## src/rtl/clock_div_multi.sv

```systemverilog
// clock_div_multi: NCH-channel programmable clock divider.
//
// Each channel has its own counter and runs from clk_in. The period (div) and the
// high time (high) can be changed while running. A new pair is held in shadow
// registers and only becomes active at the end of a period, so clk_out never
// produces a short pulse. A load with div < 2 is rejected and sets a sticky error
// flag for that channel.
//
// Parameters:
//   NCH          number of independent channels
//   WIDTH        counter / divisor width in bits
//   DEFAULT_DIV  divisor active after reset (>= 2, < 2**WIDTH)
//   DEFAULT_HIGH high time active after reset, in clk_in cycles
//
// Ports:
//   clk_in    in   1          sole clock, posedge
//   reset     in   1          synchronous, active-high
//   en        in   NCH        per-channel run enable
//   load      in   NCH        per-channel strobe, captures that channel's div_in/high_in slice
//   div_in    in   NCH*WIDTH  period in cycles, channel k at [k*WIDTH +: WIDTH]
//   high_in   in   NCH*WIDTH  high cycles per period, same slicing
//   clk_out   out  NCH        divided output, registered, high phase first
//   pend      out  NCH        a loaded value is waiting for the period boundary
//   err       out  NCH        sticky illegal-divisor flag, cleared by reset or a valid load
//   tick_out  out  NCH        (only with CLKDIV_TICK_EN) one-cycle pulse that coincides with
//                             the first high cycle of every period
//
// Configuration macro: CLKDIV_TICK_EN adds the tick_out port and its logic.
module clock_div_multi #(
  parameter int unsigned NCH          = 2,
  parameter int unsigned WIDTH        = 25,
  parameter int unsigned DEFAULT_DIV  = 32000000,
  parameter int unsigned DEFAULT_HIGH = 16000000
) (
  input  logic                 clk_in,
  input  logic                 reset,
  input  logic [NCH-1:0]       en,
  input  logic [NCH-1:0]       load,
  input  logic [NCH*WIDTH-1:0] div_in,
  input  logic [NCH*WIDTH-1:0] high_in,
  output logic [NCH-1:0]       clk_out,
  output logic [NCH-1:0]       pend,
`ifdef CLKDIV_TICK_EN
  output logic [NCH-1:0]       tick_out,
`endif
  output logic [NCH-1:0]       err
);

  localparam logic [WIDTH-1:0] DefDiv  = WIDTH'(DEFAULT_DIV);
  localparam logic [WIDTH-1:0] DefHigh = WIDTH'(DEFAULT_HIGH);

  for (genvar g = 0; g < NCH; g++) begin : gen_ch
    logic [WIDTH-1:0] div_sl, high_sl;
    logic [WIDTH-1:0] cnt_q, cnt_d;
    logic [WIDTH-1:0] act_div_q, act_div_d, act_high_q, act_high_d;
    logic [WIDTH-1:0] pnd_div_q, pnd_div_d, pnd_high_q, pnd_high_d;
    logic             pend_q, pend_d;
    logic             err_q, err_d;
    logic             clk_q, clk_d;
    logic             load_ok, load_bad, wrap;

    assign div_sl   = div_in[g*WIDTH +: WIDTH];
    assign high_sl  = high_in[g*WIDTH +: WIDTH];
    assign load_ok  = load[g] && (div_sl >= WIDTH'(2));
    assign load_bad = load[g] && (div_sl < WIDTH'(2));
    // Last cycle of the current period.
    assign wrap     = (cnt_q == act_div_q - WIDTH'(1));

    always_comb begin
      cnt_d      = cnt_q;
      act_div_d  = act_div_q;
      act_high_d = act_high_q;
      pnd_div_d  = pnd_div_q;
      pnd_high_d = pnd_high_q;
      pend_d     = pend_q;
      err_d      = err_q;

      clk_d = en[g] && (cnt_q < act_high_q);

      if (load_bad) begin
        err_d = 1'b1;
      end else if (load_ok) begin
        err_d = 1'b0;
      end

      if (!en[g] || wrap) begin
        // Period boundary, or idle: a fresh load bypasses the shadow registers,
        // otherwise any pending value is committed now.
        cnt_d = '0;
        if (load_ok) begin
          act_div_d  = div_sl;
          act_high_d = high_sl;
          pend_d     = 1'b0;
        end else if (pend_q) begin
          act_div_d  = pnd_div_q;
          act_high_d = pnd_high_q;
          pend_d     = 1'b0;
        end
      end else begin
        cnt_d = cnt_q + WIDTH'(1);
        if (load_ok) begin
          pnd_div_d  = div_sl;
          pnd_high_d = high_sl;
          pend_d     = 1'b1;
        end
      end
    end

    always_ff @(posedge clk_in) begin
      if (reset) begin
        cnt_q      <= '0;
        act_div_q  <= DefDiv;
        act_high_q <= DefHigh;
        pnd_div_q  <= DefDiv;
        pnd_high_q <= DefHigh;
        pend_q     <= 1'b0;
        err_q      <= 1'b0;
        clk_q      <= 1'b0;
      end else begin
        cnt_q      <= cnt_d;
        act_div_q  <= act_div_d;
        act_high_q <= act_high_d;
        pnd_div_q  <= pnd_div_d;
        pnd_high_q <= pnd_high_d;
        pend_q     <= pend_d;
        err_q      <= err_d;
        clk_q      <= clk_d;
      end
    end

    assign clk_out[g] = clk_q;
    assign pend[g]    = pend_q;
    assign err[g]     = err_q;

`ifdef CLKDIV_TICK_EN
    logic tick_q, tick_d;

    // Registered from the first cycle of a period, so it lines up with clk_out rising.
    always_comb begin
      tick_d = en[g] && (cnt_q == '0);
    end

    always_ff @(posedge clk_in) begin
      if (reset) begin
        tick_q <= 1'b0;
      end else begin
        tick_q <= tick_d;
      end
    end

    assign tick_out[g] = tick_q;
`endif
  end

endmodule

```

## config.mk

```make
export PLATFORM = sky130hd
export DESIGN_NAME = clock_div_multi
export DESIGN_NICKNAME = d
export VERILOG_FILES = /design/src/rtl/clock_div_multi.sv
export SDC_FILE = /design/constraint.sdc
export NUM_CORES = 1
export LEC_CHECK = 0
export CAP_MARGIN = 20
export CORE_ASPECT_RATIO = 0.5
export CORE_MARGIN = 2
export CORE_UTILIZATION = 45
export DETAILED_ROUTE_END_ITERATION = 6
export HOLD_SLACK_MARGIN = 0.1
export SYNTH_ARGS = -nofsm -noshare
export SYNTH_HDL_FRONTEND = slang
export SYNTH_SLANG_ARGS = --single-unit
```

## constraint.sdc

```tcl
create_clock -name clk_in -period 4.1 [get_ports clk_in]
set_input_delay 1.23 -clock clk_in [delete_from_list [all_inputs] [get_ports clk_in]]
set_output_delay 1.23 -clock clk_in [all_outputs]
set_load 0.01 [all_outputs]
```

Word level (Yosys, flattened, before mapping)
Index checks and enable logic that the tools add are counted.
{ "totals": {"wordCells": 62, "out_inout_bits": 6, "regBits": 256} }
{ "op_classes": {"reduce_logical": 20, "bitwise": 2, "eq_ne": 2, "n_addsub": 4, "n_mux": 12, "order_cmp": 6} }
{ "op_table": {"columns": ["cell", "n"], "rows": [
  ["25-bit 2-to-1 mux", 8],
  ["25-bit by 1-bit adder with 25-bit output, second input constant", 2],
  ["25-bit == test", 2],
  ["25-bit by 2-bit greater-or-equal comparator with 1-bit output, second input constant", 2],
  ["25-bit by 2-bit less-than comparator with 1-bit output, second input constant", 2],
  ["25-bit less-than comparator", 2],
  ["25-bit by 1-bit subtractor with 25-bit output, second input constant", 2],
  ["2-bit AND reduction", 4],
  ["2-bit nonzero test", 4],
  ["1-bit logical AND", 6],
  ["1-bit 2-to-1 mux", 4],
  ["2-bit OR reduction", 2],
  ["1-bit zero test", 2],
  ["1-bit logical OR", 2],
  ["1-bit inverter", 2]
]} }

Logic depth before layout (Yosys ltp)
Gate-level depths: netlist of the first run.
{ "logic_depth": {"word_depth": 5, "mapped_depth": 14, "depth_no_buf": 10} }

Worst setup path before layout of the first run
Ideal clock, no wire load.
{ "synth_timing": {"path_kind": "reg2reg", "start": "reg gen_ch[0].act_div_q[0]", "end": "reg gen_ch[0].act_high_q[20]", "required_ns": 3.986, "slack_ns": 0.718, "n_path_buf": 2, "stages_incl_launch_ff": 13, "arrival_time_ns": 3.268, "setup_ns": 0.114, "path_cell_list": "dfxtp_1 inv_1 ha_1 nor3b_1 nand4b_1 or4_1 a211o_1 o21a_1 o41ai_4 buf_2 buf_4 nand4_1 a21o_1"} }
{ "synth_between": {"elab_chain_cells": 4} }
{ "synth_lines": {"columns": ["item", "line", "rtl"], "rows": [
  ["start: declaration", "55", "logic [WIDTH-1:0] act_div_q, act_div_d, act_high_q, act_high_d;"],
  ["start signal: assignment", "112", "act_div_q <= DefDiv;"],
  ["start signal: assignment", "121", "act_div_q <= act_div_d;"],
  ["25-bit by 1-bit subtractor with 25-bit output", "67", "assign wrap = (cnt_q == act_div_q - WIDTH'(1));"],
  ["25-bit == test", "67", null],
  ["1-bit logical OR", "86", "if (!en[g] || wrap) begin"],
  ["2-bit AND reduction (no line)", null, null],
  ["end signal: assignment", "113", "act_high_q <= DefHigh;"],
  ["end signal: assignment", "122", "act_high_q <= act_high_d;"],
  ["end: declaration", "55", null]
]} }
No other way between the ends.
A chain may end at the register's enable or synchronous reset.

Final worst setup path of the first run
{ "layout_timing": {"start": "reg gen_ch[0].act_div_q[13]", "end": "reg gen_ch[0].act_div_q[2]"} }
{ "layout_between": {"elab_chain_cells": 4} }
{ "layout_lines": {"columns": ["item", "line"], "rows": [
  ["25-bit by 1-bit subtractor with 25-bit output", "67"],
  ["25-bit == test", "67"],
  ["1-bit logical OR", "86"],
  ["2-bit AND reduction (no line)", null]
]} }
No other way between the ends.

==> results of run 1 <==
[cells in the final DEF (no fill, tap or decap), drive strengths merged, types with 25 or more instances in the layout]
| master | Yosys | layout |
|---|---|---|
| ha | 52 | 52 |
| a21oi | 128 | 128 |
| nor4 | 28 | 28 |
| nand3 | 64 | 64 |
| nand2 | 59 | 59 |
| inv | 61 | 62 |
| o21ai | 63 | 63 |
| xnor2 | 43 | 43 |
| clkdlybuf4s50 | 0 | 110 |
| nand2b | 82 | 82 |
| mux2i | 157 | 157 |
| nand4 | 25 | 25 |
| buf | 33 | 36 |
| xor2 | 52 | 52 |
| clkbuf | 99 | 36 |
| dfxtp | 256 | 256 |
| a311oi | 72 | 72 |
| nor2 | 175 | 175 |
[kinds of logic (layout without fill, tap and decap cells)]
kind of cell               count (synthesis)  after routing  synth area share
muxes                                    157            157             0.111
xor gates and xnor gates                  95             95            0.0587
and+or+nand+nor                          548            548             0.198
DFF                                      256            256             0.361
AOI/OAI and AO/OA                        365            365             0.170
other                                      0              1                 0
adders and majority gates                 52             52            0.0459
buffers and inverters                    194            252            0.0547
[metrics by stage]
stage          worst slack [ns]  instances
2_1_floorplan             0.718       1667
3_3_place_gp              0.318       2104
3_5_place_dp              0.238       2104
4_1_cts                   0.303       2147
5_1_grt                  0.0732       2149
6_report                  0.340       2149
[cells in the mapped netlist, types with 5 or more instances]
master and count:
nor2b_1 13, inv_1 61, nor2_1 175, nand2_1 57, ha_1 52, mux2i_1 157, nor3_1 22, and3_1 17
a21oi_1 128, and2_1 23, o21ai_0 61, a21o_1 22, nand3_1 64, or3_1 6, or4_1 6, dfxtp_1 256
xnor2_1 43, xor2_1 52, buf_4 7, clkbuf_1 98, nand2b_1 82, nand3b_1 5, a311oi_1 72, a211o_1 6
nand4_1 25, nor4_1 27, nand4b_1 5, o21a_1 5, buf_2 16, a211oi_1 24, buf_1 10
[power by group]
part / internal [mW] / switching (mW) / leakage (nW)
clock network: 1.37 / 1.02 / 0.414
registers: 2.61 / 0.108 / 2.10
logic: 0.428 / 0.474 / 3.86
[area by class of cell]
cell class                 instances  area (µm²)  share of cell area
tap                              423         529              0.0319
timing repair buffer             147        1570              0.0944
antenna                            1        2.50            0.000151
multi-input combinational       1217        8330               0.501
clock buffer                      35         733              0.0441
sequential                       256        5120               0.309
inverter                          62         233              0.0140
clock inverter                     8        93.8             0.00565
[worst max-delay path: stages (launching register included)]
cell	delay [ns]
dfxtp_1	0.37
or4_1	0.67
nand2b_1	0.29
or4_1	0.51
a211oi_1	0.27
nand4_1	0.23
o41ai_4	0.47
buf_12	0.23
buf_12	0.25
a21oi_1	0.11
a311oi_1	0.24
[layer usage]
| metal | vias up | GRT usage |
|---|---|---|
| met3 | 49 | 0.0299 |
| li1 | 6059 | - |
| met2 | 169 | 0.369 |
| met5 | - | 0 |
| met4 | 0 | 0.0495 |
| met1 | 5654 | 0.300 |
[registers in the layout (all words and copies together) (netlist names)]
register / cells
gen_ch.pnd_div_q: 50
gen_ch.err_q: 2
gen_ch.act_high_q: 50
gen_ch.act_div_q: 50
gen_ch.cnt_q: 50
gen_ch.pnd_high_q: 50
gen_ch.pend_q: 2
gen_ch.clk_q: 2
[worst max path at each step]
| stage | endpoint | cells after the start | slack, ns | startpoint |
|---|---|---|---|---|
| after global placement | gen_ch[0].act_high_q[22] | 9 | 0.32 | div_in[18] |
| after floorplan | gen_ch[0].act_high_q[20] | 12 | 0.72 | gen_ch[0].act_div_q[0] |
| after CTS | gen_ch[0].pnd_high_q[18] | 12 | 0.30 | gen_ch[0].act_div_q[0] |
| after global routing | gen_ch[0].act_div_q[7] | 10 | 0.07 | gen_ch[0].act_div_q[13] |
| final | gen_ch[0].act_div_q[2] | 10 | 0.34 | gen_ch[0].act_div_q[13] |
| after detailed placement | gen_ch[0].act_high_q[18] | 9 | 0.24 | div_in[18] |
==> impl_metrics.xml, run 1 <==
<?xml version="1.0" encoding="UTF-8"?>
<metrics>
  <group name="power_and_ir_drop">
    <metric name="cellLeakagePower" unit="nW">6.37</metric>
    <metric name="power.density" unit="mW/mm²">361</metric>
    <metric name="max-vdd-ir-drop" unit="mV">0.263</metric>
    <metric name="finalPower" unit="mW">6.00</metric>
  </group>
  <group name="sta">
    <metric name="max_frequency" unit="GHz">0.266</metric>
    <metric name="period_minus_slack" unit="ns">3.76</metric>
    <metric name="grt_setup_unrepaired" unit="">false</metric>
    <metric name="setup_viol_count_final" unit="">0</metric>
    <metric name="whs" unit="ns">0.474</metric>
    <metric name="setup_tns" unit="ns">0</metric>
    <metric name="timing.slew.headroom" unit="">0.571</metric>
    <metric name="clock-skew-final" unit="ns">0.0114</metric>
    <metric name="fin_crit_sh" unit="">0.917</metric>
    <metric name="count_of_final_max_slew_check_failures" unit="">0</metric>
    <metric name="worst-slew-pin-transition" unit="ns">0.638</metric>
    <metric name="timing.final.hold_violations" unit="">0</metric>
  </group>
  <group name="detailed_routing">
    <metric name="met3_length" unit="µm">1010</metric>
    <metric name="wl_met2" unit="µm">16600</metric>
    <metric name="detail_route.drc_violations" unit="">0</metric>
    <metric name="routed_metal_1_wirelength" unit="µm">17900</metric>
    <metric name="avgRoutedWirePerCell" unit="µm">16.9</metric>
    <metric name="drt_wl_total" unit="µm">36400</metric>
    <metric name="detail_route.first_pass.iterations" unit="">5</metric>
    <metric name="dr.first_iter.drc_count" unit="">855</metric>
    <metric name="ant_nets" unit="">0</metric>
    <metric name="viasPerCell" unit="">5.55</metric>
    <metric name="routed_vias" unit="">11900</metric>
    <metric name="topRoutingLayerUsed" unit="">met4</metric>
  </group>
  <group name="clock_network">
    <metric name="cts-buffers-inserted" unit="">25</metric>
    <metric name="root_buffer" unit="">clkbuf_16</metric>
    <metric name="max-clock-path-buffers" unit="">3</metric>
    <metric name="hold_buffer_count_at_cts" unit="">0</metric>
    <metric name="h_tree_level_count" unit="">1</metric>
    <metric name="numClockSinks" unit="">256</metric>
    <metric name="post-cts-setup-buffer-count" unit="">0</metric>
    <metric name="cts.repair.resized" unit="">0</metric>
    <metric name="clk_latency" unit="ns">0.54</metric>
    <metric name="clk_pin_slew_worst_paths" unit="ns">0.06</metric>
    <metric name="clock_tree_from_tritoncts" unit="">built</metric>
  </group>
  <group name="yosys">
    <metric name="synth_cell_types" unit="">66</metric>
    <metric name="cell_area_after_synthesis" unit="mm²">0.0142</metric>
    <metric name="synthesis.area_per_instance" unit="µm²">8.50</metric>
    <metric name="yosys.area.top_type" unit="">dfxtp_1</metric>
    <metric name="syn_inst" unit="">1667</metric>
    <metric name="synth-main-ff-cell" unit="">dfxtp_1</metric>
    <metric name="synth_sequential_area_ratio" unit="">0.361</metric>
    <metric name="synth_enable_flop_cells" unit="">0</metric>
    <metric name="most_area_consuming_cells_after_synthesis" unit="">dfxtp_1 36%, mux2i_1 11%, nor2_1 4.6%</metric>
    <metric name="mappedNetlistNets" unit="">1825</metric>
    <metric name="yosysTopAreaCellShare" unit="">0.361</metric>
    <metric name="synthArstFlopShare" unit="">0</metric>
    <metric name="yosys_warnings" unit="">0</metric>
    <metric name="yosys_register_bits" unit="">256</metric>
  </group>
  <group name="floorplan">
    <metric name="pin_count" unit="">112</metric>
    <metric name="die_height" unit="µm">130</metric>
    <metric name="initial_utilization" unit="">0.462</metric>
    <metric name="dieArea" unit="mm²">0.0330</metric>
    <metric name="die_x" unit="µm">255</metric>
    <metric name="coreArea" unit="mm²">0.0307</metric>
    <metric name="rows" unit="">45</metric>
  </group>
  <group name="final_layout">
    <metric name="finish.net_count" unit="">1867</metric>
    <metric name="layout_cells_sized_above_1" unit="">0.0551</metric>
    <metric name="num-fill-cells" unit="">2819</metric>
    <metric name="fin_area" unit="mm²">0.0166</metric>
    <metric name="relative_area_change_from_synthesis_to_final_layout" unit="%">17.2</metric>
    <metric name="post-route-util" unit="">0.541</metric>
  </group>
  <group name="setup_path">
    <metric name="critical_path_required" unit="ns">4.55</metric>
    <metric name="timing.setup.critical_path_class" unit="">register to register</metric>
    <metric name="crit-reg2reg-capture" unit="">gen_ch[0].act_div_q[2]</metric>
    <metric name="critical_path_arrival" unit="ns">4.21</metric>
    <metric name="worstSetupStartpointType" unit="">register</metric>
    <metric name="regToRegStartpoint" unit="">gen_ch[0].act_div_q[13]</metric>
    <metric name="number_of_cells_on_the_worst_reg_to_reg_path" unit="">10</metric>
    <metric name="worstSetupEndpointType" unit="">register</metric>
    <metric name="path_max_fanout" unit="">60</metric>
    <metric name="rrSetupSlack" unit="ns">0.34</metric>
  </group>
  <group name="global_route">
    <metric name="grt_antenna_before_repair" unit="">1</metric>
    <metric name="globalRouteOverflowTotal" unit="">0</metric>
    <metric name="first_global_vias" unit="">11300</metric>
    <metric name="grt_first_pass_wirelength" unit="µm">59000</metric>
    <metric name="pin_count_of_the_biggest_net_entering_global_routing" unit="">122</metric>
    <metric name="grt_util_all_layers" unit="">0.219</metric>
  </group>
  <group name="hold_path">
    <metric name="min-delay-path-class" unit="">register to register</metric>
    <metric name="min-delay-start" unit="">gen_ch[0].pnd_high_q[6]</metric>
    <metric name="whs_endpoint" unit="">gen_ch[0].pnd_high_q[6]</metric>
    <metric name="hold_path_depth" unit="">2</metric>
  </group>
  <group name="run">
    <metric name="cap_viol_max_count" unit="">0</metric>
  </group>
  <group name="place">
    <metric name="dpl_cell_area" unit="mm²">0.0158</metric>
    <metric name="port_buf_inserts" unit="">111</metric>
    <metric name="gp_congestion" unit="">0.879</metric>
    <metric name="hpwlAfterDp" unit="µm">26200</metric>
  </group>
  <group name="status">
    <metric name="status" unit="">complete, no violations</metric>
  </group>
</metrics>
Power figures use the tool's default switching activity.
==> run 2: changes to the inputs <==
--- a/config.mk
+++ b/config.mk
@@ -5,12 +5,14 @@
 export SDC_FILE = /design/constraint.sdc
 export NUM_CORES = 1
 export LEC_CHECK = 0
+export ABC_AREA = 1
 export CAP_MARGIN = 20
 export CORE_ASPECT_RATIO = 0.5
 export CORE_MARGIN = 2
 export CORE_UTILIZATION = 45
 export DETAILED_ROUTE_END_ITERATION = 6
 export HOLD_SLACK_MARGIN = 0.1
+export SKIP_CTS_REPAIR_TIMING = 1
 export SYNTH_ARGS = -nofsm -noshare
 export SYNTH_HDL_FRONTEND = slang
 export SYNTH_SLANG_ARGS = --single-unit
==> run 2 against run 1 <==
Effect of this change: via count rose by 24%; utilization fell by 1.1 points; cell count rose by 38%; clock skew rose by 0.00066 ns; sequential share of layout area fell by 2.0 points; global-route usage rose by 1.7 points; synthesized area rose by 9.0%; synthesized cell count rose by 48%; clock power rose by 11%; combinational power rose by 20%; register-to-register slack improved by 0.53 ns; critical endpoint is now gen_ch[0].act_div_q[9].
==> impl_metrics.xml, run 2 <==
<?xml version="1.0" encoding="UTF-8"?>
<metrics>
  <group name="status">
    <metric name="status" unit="">complete, no violations</metric>
  </group>
  <group name="yosys">
    <metric name="synthesis.area_per_instance" unit="µm²">6.28</metric>
    <metric name="synth_cell_types" unit="">42</metric>
    <metric name="mappedNetlistNets" unit="">2618</metric>
    <metric name="cell_area_after_synthesis" unit="mm²">0.0155</metric>
    <metric name="yosys_register_bits" unit="">256</metric>
    <metric name="yosys.area.top_type" unit="">dfxtp_1</metric>
    <metric name="synth_sequential_area_ratio" unit="">0.331</metric>
    <metric name="syn_inst" unit="">2460</metric>
    <metric name="synthArstFlopShare" unit="">0</metric>
    <metric name="synth.cells.most_frequent" unit="">646 x nand2_1, 349 x inv_1, 314 x nor2_1</metric>
    <metric name="yosysMostFrequentCell" unit="">nand2_1</metric>
    <metric name="synth-main-ff-cell" unit="">dfxtp_1</metric>
    <metric name="synth_enable_flop_cells" unit="">0</metric>
    <metric name="yosysTopAreaCellShare" unit="">0.331</metric>
    <metric name="yosys_warnings" unit="">0</metric>
    <metric name="most_area_consuming_cells_after_synthesis" unit="">dfxtp_1 33%, nand2_1 16%, inv_1 8.5%</metric>
  </group>
  <group name="sta">
    <metric name="clock-skew-final" unit="ns">0.0120</metric>
    <metric name="timing.slew.headroom" unit="">0.434</metric>
    <metric name="count_of_final_max_slew_check_failures" unit="">0</metric>
    <metric name="timing.final.hold_violations" unit="">0</metric>
    <metric name="setup_slack" unit="ns">0.872</metric>
    <metric name="max_frequency" unit="GHz">0.310</metric>
    <metric name="grt_setup_unrepaired" unit="">false</metric>
    <metric name="setup_tns" unit="ns">0</metric>
    <metric name="worst-slew-pin-transition" unit="ns">0.849</metric>
    <metric name="whs" unit="ns">0.458</metric>
    <metric name="setup_viol_count_final" unit="">0</metric>
    <metric name="fin_crit_sh" unit="">0.787</metric>
    <metric name="period_minus_slack" unit="ns">3.23</metric>
  </group>
  <group name="floorplan">
    <metric name="dieArea" unit="mm²">0.0359</metric>
    <metric name="rows" unit="">47</metric>
    <metric name="pin_count" unit="">112</metric>
    <metric name="initial_utilization" unit="">0.462</metric>
    <metric name="die_x" unit="µm">266</metric>
    <metric name="coreArea" unit="mm²">0.0335</metric>
    <metric name="die_height" unit="µm">135</metric>
  </group>
  <group name="global_route">
    <metric name="grt_first_pass_wirelength" unit="µm">70000</metric>
    <metric name="globalRouteOverflowTotal" unit="">0</metric>
    <metric name="first_global_vias" unit="">13800</metric>
    <metric name="grt_antenna_before_repair" unit="">0</metric>
    <metric name="grt_util_all_layers" unit="">0.236</metric>
    <metric name="pin_count_of_the_biggest_net_entering_global_routing" unit="">72</metric>
  </group>
  <group name="clock_network">
    <metric name="clk_pin_slew_worst_paths" unit="ns">0.06</metric>
    <metric name="max-clock-path-buffers" unit="">3</metric>
    <metric name="clock_tree_from_tritoncts" unit="">built</metric>
    <metric name="numClockSinks" unit="">256</metric>
    <metric name="clk_latency" unit="ns">0.55</metric>
    <metric name="root_buffer" unit="">clkbuf_16</metric>
    <metric name="cts-buffers-inserted" unit="">26</metric>
    <metric name="h_tree_level_count" unit="">1</metric>
  </group>
  <group name="detailed_routing">
    <metric name="viasPerCell" unit="">4.99</metric>
    <metric name="dr.first_iter.drc_count" unit="">946</metric>
    <metric name="detail_route.first_pass.iterations" unit="">5</metric>
    <metric name="detail_route.drc_violations" unit="">0</metric>
    <metric name="routed_vias" unit="">14800</metric>
    <metric name="drt_wl_total" unit="µm">42000</metric>
    <metric name="ant_nets" unit="">0</metric>
    <metric name="avgRoutedWirePerCell" unit="µm">14.2</metric>
  </group>
  <group name="place">
    <metric name="gp_congestion" unit="">0.895</metric>
    <metric name="numPlacedInstances" unit="">2914</metric>
    <metric name="port_buf_inserts" unit="">111</metric>
    <metric name="dpl_cell_area" unit="mm²">0.0168</metric>
    <metric name="dp_worst_setup_slack" unit="ns">0.543</metric>
    <metric name="hpwlAfterDp" unit="µm">29800</metric>
  </group>
  <group name="power_and_ir_drop">
    <metric name="finalPower" unit="mW">6.46</metric>
    <metric name="power.density" unit="mW/mm²">364</metric>
    <metric name="cellLeakagePower" unit="nW">8.47</metric>
    <metric name="max-vdd-ir-drop" unit="mV">0.359</metric>
  </group>
  <group name="setup_path">
    <metric name="critical_path.most_common_cell" unit="">nand2_1</metric>
    <metric name="crit_family" unit="">simple AND/OR/NAND/NOR gates</metric>
    <metric name="cpMaxStageDelayCell" unit="">buf_4</metric>
    <metric name="worstSetupStartpointType" unit="">register</metric>
    <metric name="critical_path_required" unit="ns">4.54</metric>
    <metric name="path_max_fanout" unit="">58</metric>
    <metric name="worstSetupEndpointType" unit="">register</metric>
    <metric name="timing.setup.critical_path_class" unit="">register to register</metric>
    <metric name="worstPathCellList" unit="">inv_1 &gt; ha_1 &gt; nand2_1 &gt; nor2_1 &gt; and2_1 &gt; nand3_1 &gt; nand2_1 &gt; nand2_1 &gt; nor2_1 &gt; nand2_1 &gt; nor2_1 &gt; nand2_2 &gt; nand2_2 &gt; buf_4 &gt; nand3_1 &gt; nand2_1 &gt; nor2_1</metric>
    <metric name="timing.critical_path.buf_inv" unit="">2</metric>
    <metric name="critical_path_arrival" unit="ns">3.67</metric>
    <metric name="crit_path_max_incr_delay" unit="ns">0.48</metric>
  </group>
  <group name="final_layout">
    <metric name="relative_area_change_from_synthesis_to_final_layout" unit="%">14.9</metric>
    <metric name="stdcell_count" unit="">2960</metric>
    <metric name="num-fill-cells" unit="">3425</metric>
    <metric name="finish.net_count" unit="">2659</metric>
    <metric name="post-route-util" unit="">0.531</metric>
    <metric name="fin_area" unit="mm²">0.0178</metric>
    <metric name="antenna-diode-count" unit="">0</metric>
    <metric name="layout_commonest_cell" unit="">nand2_1</metric>
    <metric name="multi_input_comb_area" unit="mm²">0.00838</metric>
    <metric name="layout_common_cells" unit="">642 x nand2_1, 349 x inv_1, 314 x nor2_1</metric>
    <metric name="layout_cells_sized_above_1" unit="">0.0445</metric>
    <metric name="area.sequential" unit="mm²">0.00512</metric>
  </group>
  <group name="hold_path">
    <metric name="min-delay-path-class" unit="">register to register</metric>
  </group>
  <group name="run">
    <metric name="cap_viol_max_count" unit="">0</metric>
  </group>
</metrics>
==> run 2: cell types whose count changed in the layout (fill, tap and decap cells not counted), sizes merged, moves of 19 or more <==
cell / before / now
a21o: 22 / 3
nand2b: 82 / 0
a311oi: 72 / 0
nor2: 175 / 325
nand2: 59 / 652
mux2i: 157 / 0
xnor2: 43 / 24
a211oi: 24 / 1
nand4: 25 / 118
a21oi: 128 / 105
inv: 62 / 355
nand3: 64 / 219
o21ai: 63 / 93
and2: 23 / 2
==> run 2: routing by layer <==
metal | global-route usage | vias to the layer above | wire, µm
met5 | 0 | - | 0
met4 | 0.0549 | 0 | 839
met3 | 0.0299 | 51 | 1610
met2 | 0.399 | 227 | 19100
met1 | 0.323 | 6619 | 20500
li1 | - | 7861 | -
==> run 2: cells by family (layout without fill, tap and decap cells) <==
family,Yosys count,in the layout,share of synthesized area
and+or+nand+nor,1377,1377,0.386
buffers and inverters,492,551,0.128
DFF,256,256,0.331
AOI/OAI and AO/OA,215,215,0.0724
xor gates and xnor gates,68,68,0.0403
adders and majority gates,52,52,0.0421
==> run 2: worst paths after layout <==
check,startpoint,end,slack (ns),cells past startpoint
max,gen_ch[0].act_div_q[0],gen_ch[0].act_div_q[9],0.87,17
min,gen_ch[0].pnd_high_q[22],gen_ch[0].pnd_high_q[22],0.46,2
max reg2reg,gen_ch[0].act_div_q[0],gen_ch[0].act_div_q[9],0.87,17
min reg2reg,gen_ch[0].pnd_high_q[22],gen_ch[0].pnd_high_q[22],0.46,2
==> run 2: area by class of cell <==
| class | count | share of cell area |
|---|---|---|
| clock buffer | 32 | 0.0402 |
| sequential | 256 | 0.289 |
| clock inverter | 14 | 0.0116 |
| tap | 441 | 0.0311 |
| timing repair buffer | 146 | 0.0807 |
| inverter | 359 | 0.0760 |
| multi-input combinational | 1712 | 0.472 |
==> run 2: worst register-to-register path: cells and delay by family, from the launching register on <==
family                     cells  cell delay [ns]
adders and majority gates      1             0.19
buffers and inverters          2             0.60
DFF                            1             0.36
and+or+nand+nor               14             1.97
==> run 2: power breakdown <==
group,internal [mW],switching (mW),total [mW]
sequential,2.63,0.115,2.75
combinational,0.425,0.652,1.08
clock,1.55,1.08,2.64
==> run 3: changes to the inputs <==
--- a/config.mk
+++ b/config.mk
@@ -12,6 +12,7 @@
 export CORE_UTILIZATION = 45
 export DETAILED_ROUTE_END_ITERATION = 6
 export HOLD_SLACK_MARGIN = 0.1
+export PLACE_DENSITY = 0.66
 export SKIP_CTS_REPAIR_TIMING = 1
 export SYNTH_ARGS = -nofsm -noshare
 export SYNTH_HDL_FRONTEND = slang
==> constraint.sdc (replaced) <==
create_clock -name clk_in -period 2.7 [get_ports clk_in]
set_input_delay 0.81 -clock clk_in [delete_from_list [all_inputs] [get_ports clk_in]]
set_output_delay 0.81 -clock clk_in [all_outputs]
set_load 0.01 [all_outputs]
==> run 3 against run 2 <==
Effect of this change: total power rose by 53%; fmax rose by 26%; non-clock buffer count rose by 101; first-iteration DRC count rose by 10%; sequential power rose by 52%; worst hold slack got worse by 0.00077 ns; combinational power rose by 69%; utilization rose by 3.4 points; count of clock-buffer cells in the layout rose by 3; clock skew rose by 0.011 ns.
==> impl_metrics.xml, run 3 (synthesis results as in run 2) <==
<?xml version="1.0" encoding="UTF-8"?>
<metrics>
  <group name="status">
    <metric name="status" unit="">complete, no violations</metric>
  </group>
  <group name="final_layout">
    <metric name="num-fill-cells" unit="">3294</metric>
    <metric name="layout_commonest_cell" unit="">nand2_1</metric>
    <metric name="finish.net_count" unit="">2762</metric>
    <metric name="stdcell_count" unit="">3064</metric>
    <metric name="layout_common_cells" unit="">641 x nand2_1, 348 x inv_1, 309 x nor2_1</metric>
    <metric name="relative_area_change_from_synthesis_to_final_layout" unit="%">22.2</metric>
    <metric name="area.sequential" unit="mm²">0.00513</metric>
    <metric name="multi_input_comb_area" unit="mm²">0.00848</metric>
    <metric name="antenna-diode-count" unit="">0</metric>
    <metric name="layout_cells_sized_above_1" unit="">0.0873</metric>
  </group>
  <group name="clock_network">
    <metric name="root_buffer" unit="">clkbuf_16</metric>
    <metric name="max-clock-path-buffers" unit="">3</metric>
    <metric name="numClockSinks" unit="">256</metric>
    <metric name="clk_latency" unit="ns">0.56</metric>
    <metric name="cts-buffers-inserted" unit="">26</metric>
    <metric name="h_tree_level_count" unit="">1</metric>
    <metric name="clk_pin_slew_worst_paths" unit="ns">0.07</metric>
    <metric name="clock_tree_from_tritoncts" unit="">built</metric>
  </group>
  <group name="power_and_ir_drop">
    <metric name="comb_power_share" unit="">0.185</metric>
    <metric name="power.density" unit="mW/mm²">523</metric>
    <metric name="switching_share" unit="">0.288</metric>
    <metric name="cellLeakagePower" unit="nW">9.09</metric>
    <metric name="power.internal" unit="mW">7.04</metric>
    <metric name="switchingPower" unit="mW">2.84</metric>
    <metric name="pwr-share-seq" unit="">0.422</metric>
    <metric name="clkPwrFrac" unit="">0.393</metric>
    <metric name="max-vdd-ir-drop" unit="mV">0.366</metric>
  </group>
  <group name="setup_path">
    <metric name="worst-path-stages" unit="">16</metric>
    <metric name="cpMaxStageDelayCell" unit="">dfxtp_1</metric>
    <metric name="critical_path.most_common_cell" unit="">nand2_1</metric>
    <metric name="crit_path_max_incr_delay" unit="ns">0.39</metric>
    <metric name="path_max_fanout" unit="">34</metric>
    <metric name="crit-reg2reg-capture" unit="">gen_ch[1].cnt_q[18]</metric>
    <metric name="worstSetupStartpointType" unit="">register</metric>
    <metric name="worstPathCellList" unit="">nor2_2 &gt; nand2_1 &gt; nor2_4 &gt; nand3_1 &gt; clkinv_1 &gt; nand2_1 &gt; nand3_1 &gt; nand2_1 &gt; inv_2 &gt; nand2_1 &gt; nor2_1 &gt; nand2_4 &gt; buf_12 &gt; nand3_2 &gt; buf_12 &gt; nor3_1</metric>
    <metric name="timing.setup.critical_path_class" unit="">register to register</metric>
    <metric name="crit_start" unit="">gen_ch[1].act_div_q[7]</metric>
    <metric name="timing.critical_path.to" unit="">gen_ch[1].cnt_q[18]</metric>
    <metric name="timing.critical_path.buf_inv" unit="">4</metric>
    <metric name="worstSetupEndpointType" unit="">register</metric>
    <metric name="critical_path_required" unit="ns">3.13</metric>
    <metric name="rrSetupSlack" unit="ns">0.14</metric>
    <metric name="crit_family" unit="">simple AND/OR/NAND/NOR gates</metric>
    <metric name="critical_path_arrival" unit="ns">2.99</metric>
    <metric name="regToRegStartpoint" unit="">gen_ch[1].act_div_q[7]</metric>
    <metric name="number_of_cells_on_the_worst_reg_to_reg_path" unit="">16</metric>
  </group>
  <group name="global_route">
    <metric name="grt_antenna_before_repair" unit="">0</metric>
    <metric name="pin_count_of_the_biggest_net_entering_global_routing" unit="">72</metric>
    <metric name="first_global_vias" unit="">14400</metric>
    <metric name="grt_util_all_layers" unit="">0.234</metric>
    <metric name="grt_first_pass_wirelength" unit="µm">70000</metric>
    <metric name="globalRouteOverflowTotal" unit="">0</metric>
  </group>
  <group name="detailed_routing">
    <metric name="ant_nets" unit="">0</metric>
    <metric name="detail_route.drc_violations" unit="">0</metric>
    <metric name="drt_wl_total" unit="µm">42500</metric>
    <metric name="detail_route.first_pass.iterations" unit="">5</metric>
    <metric name="viasPerCell" unit="">5.01</metric>
    <metric name="routed_vias" unit="">15400</metric>
    <metric name="dr.first_iter.drc_count" unit="">1043</metric>
    <metric name="avgRoutedWirePerCell" unit="µm">13.9</metric>
  </group>
  <group name="place">
    <metric name="gp_congestion" unit="">0.938</metric>
    <metric name="port_buf_inserts" unit="">111</metric>
    <metric name="hpwlAfterDp" unit="µm">30300</metric>
    <metric name="numPlacedInstances" unit="">3009</metric>
  </group>
  <group name="floorplan">
    <metric name="rows" unit="">47</metric>
    <metric name="die_height" unit="µm">135</metric>
    <metric name="coreArea" unit="mm²">0.0335</metric>
    <metric name="initial_utilization" unit="">0.462</metric>
    <metric name="dieArea" unit="mm²">0.0359</metric>
    <metric name="pin_count" unit="">112</metric>
    <metric name="die_x" unit="µm">266</metric>
  </group>
  <group name="sta">
    <metric name="grt_setup_unrepaired" unit="">true</metric>
    <metric name="fin_crit_sh" unit="">0.950</metric>
    <metric name="count_of_final_max_slew_check_failures" unit="">0</metric>
    <metric name="timing.slew.headroom" unit="">0.432</metric>
    <metric name="timing.final.hold_violations" unit="">0</metric>
    <metric name="setup_tns" unit="ns">0</metric>
    <metric name="max_frequency" unit="GHz">0.390</metric>
    <metric name="period_minus_slack" unit="ns">2.56</metric>
    <metric name="clock-skew-final" unit="ns">0.0230</metric>
    <metric name="worst-slew-pin-transition" unit="ns">0.852</metric>
    <metric name="setup_viol_count_final" unit="">0</metric>
  </group>
  <group name="run">
    <metric name="cap_viol_max_count" unit="">0</metric>
  </group>
  <group name="hold_path">
    <metric name="min-delay-path-class" unit="">register to register</metric>
  </group>
</metrics>
run 3: cell count changes in the layout (fill, tap and decap cells not counted), moves of 4 or more:
cell | previous run | this run
nor2_4 | 2 | 6
nor2_1 | 314 | 309
buf_4 | 29 | 107
buf_12 | 6 | 24
run 3: power by group through the flow:
stage          Clock (mW)  Combinational (mW)  Sequential (mW)
6_report             3.88                1.83             4.17
3_3_place_gp            0                1.74             4.25
4_1_cts              3.96                1.78             4.17
5_1_grt              4.11                2.09             4.20
2_1_floorplan           0                1.17             4.19
3_5_place_dp            0                1.77             4.25
run 3: worst register-to-register path: cells and delay by family (launching register included):
kind / cells / cell delay, ns
DFF: 1 / 0.39
buffers and inverters: 4 / 0.53
and+or+nand+nor: 12 / 1.54
run 3: layout make-up:
| class | count | area share |
|---|---|---|
| tap | 441 | 0.0292 |
| clock inverter | 12 | 0.00815 |
| multi-input combinational | 1714 | 0.449 |
| sequential | 256 | 0.271 |
| clock buffer | 35 | 0.0400 |
| timing repair buffer | 247 | 0.131 |
| inverter | 359 | 0.0715 |
run 3: how the worst min path moves through the flow:
stage	from	end	slack [ns]	cells after the start
floorplan	gen_ch[0].act_high_q[10]	gen_ch[0].act_high_q[10]	0.43	2
finish	gen_ch[1].pnd_div_q[24]	gen_ch[1].pnd_div_q[24]	0.46	2
detailed placement	gen_ch[1].pnd_div_q[24]	gen_ch[1].pnd_div_q[24]	0.44	2
global route	gen_ch[1].act_high_q[22]	gen_ch[1].act_high_q[22]	0.48	2
global placement	gen_ch[1].pnd_high_q[23]	gen_ch[1].pnd_high_q[23]	0.44	2
CTS	gen_ch[1].pnd_div_q[24]	gen_ch[1].pnd_div_q[24]	0.46	2
run 3: layer usage:
layer,wire [µm],global-route usage,vias up
met2,19900,0.406,278
met4,1230,0.0749,2
met3,1510,0.0295,78
met5,55,0.0122,-
li1,-,-,8059
met1,19700,0.304,6941
run 3: metrics by stage:
stage | hold WS (ns) | instance area (µm²) | power [mW] | util | setup slack (ns)
finish | 0.457 | 18900 | 9.88 | 0.565 | 0.135
global route | 0.479 | 18900 | 10.4 | 0.565 | -0.0276
CTS | 0.460 | 18700 | 9.91 | 0.558 | -0.0639
detailed placement | 0.443 | 17800 | 6.02 | 0.531 | -0.627
global placement | 0.438 | 17800 | 5.99 | 0.531 | -0.622
floorplan | 0.429 | 15500 | 5.37 | - | 0.328
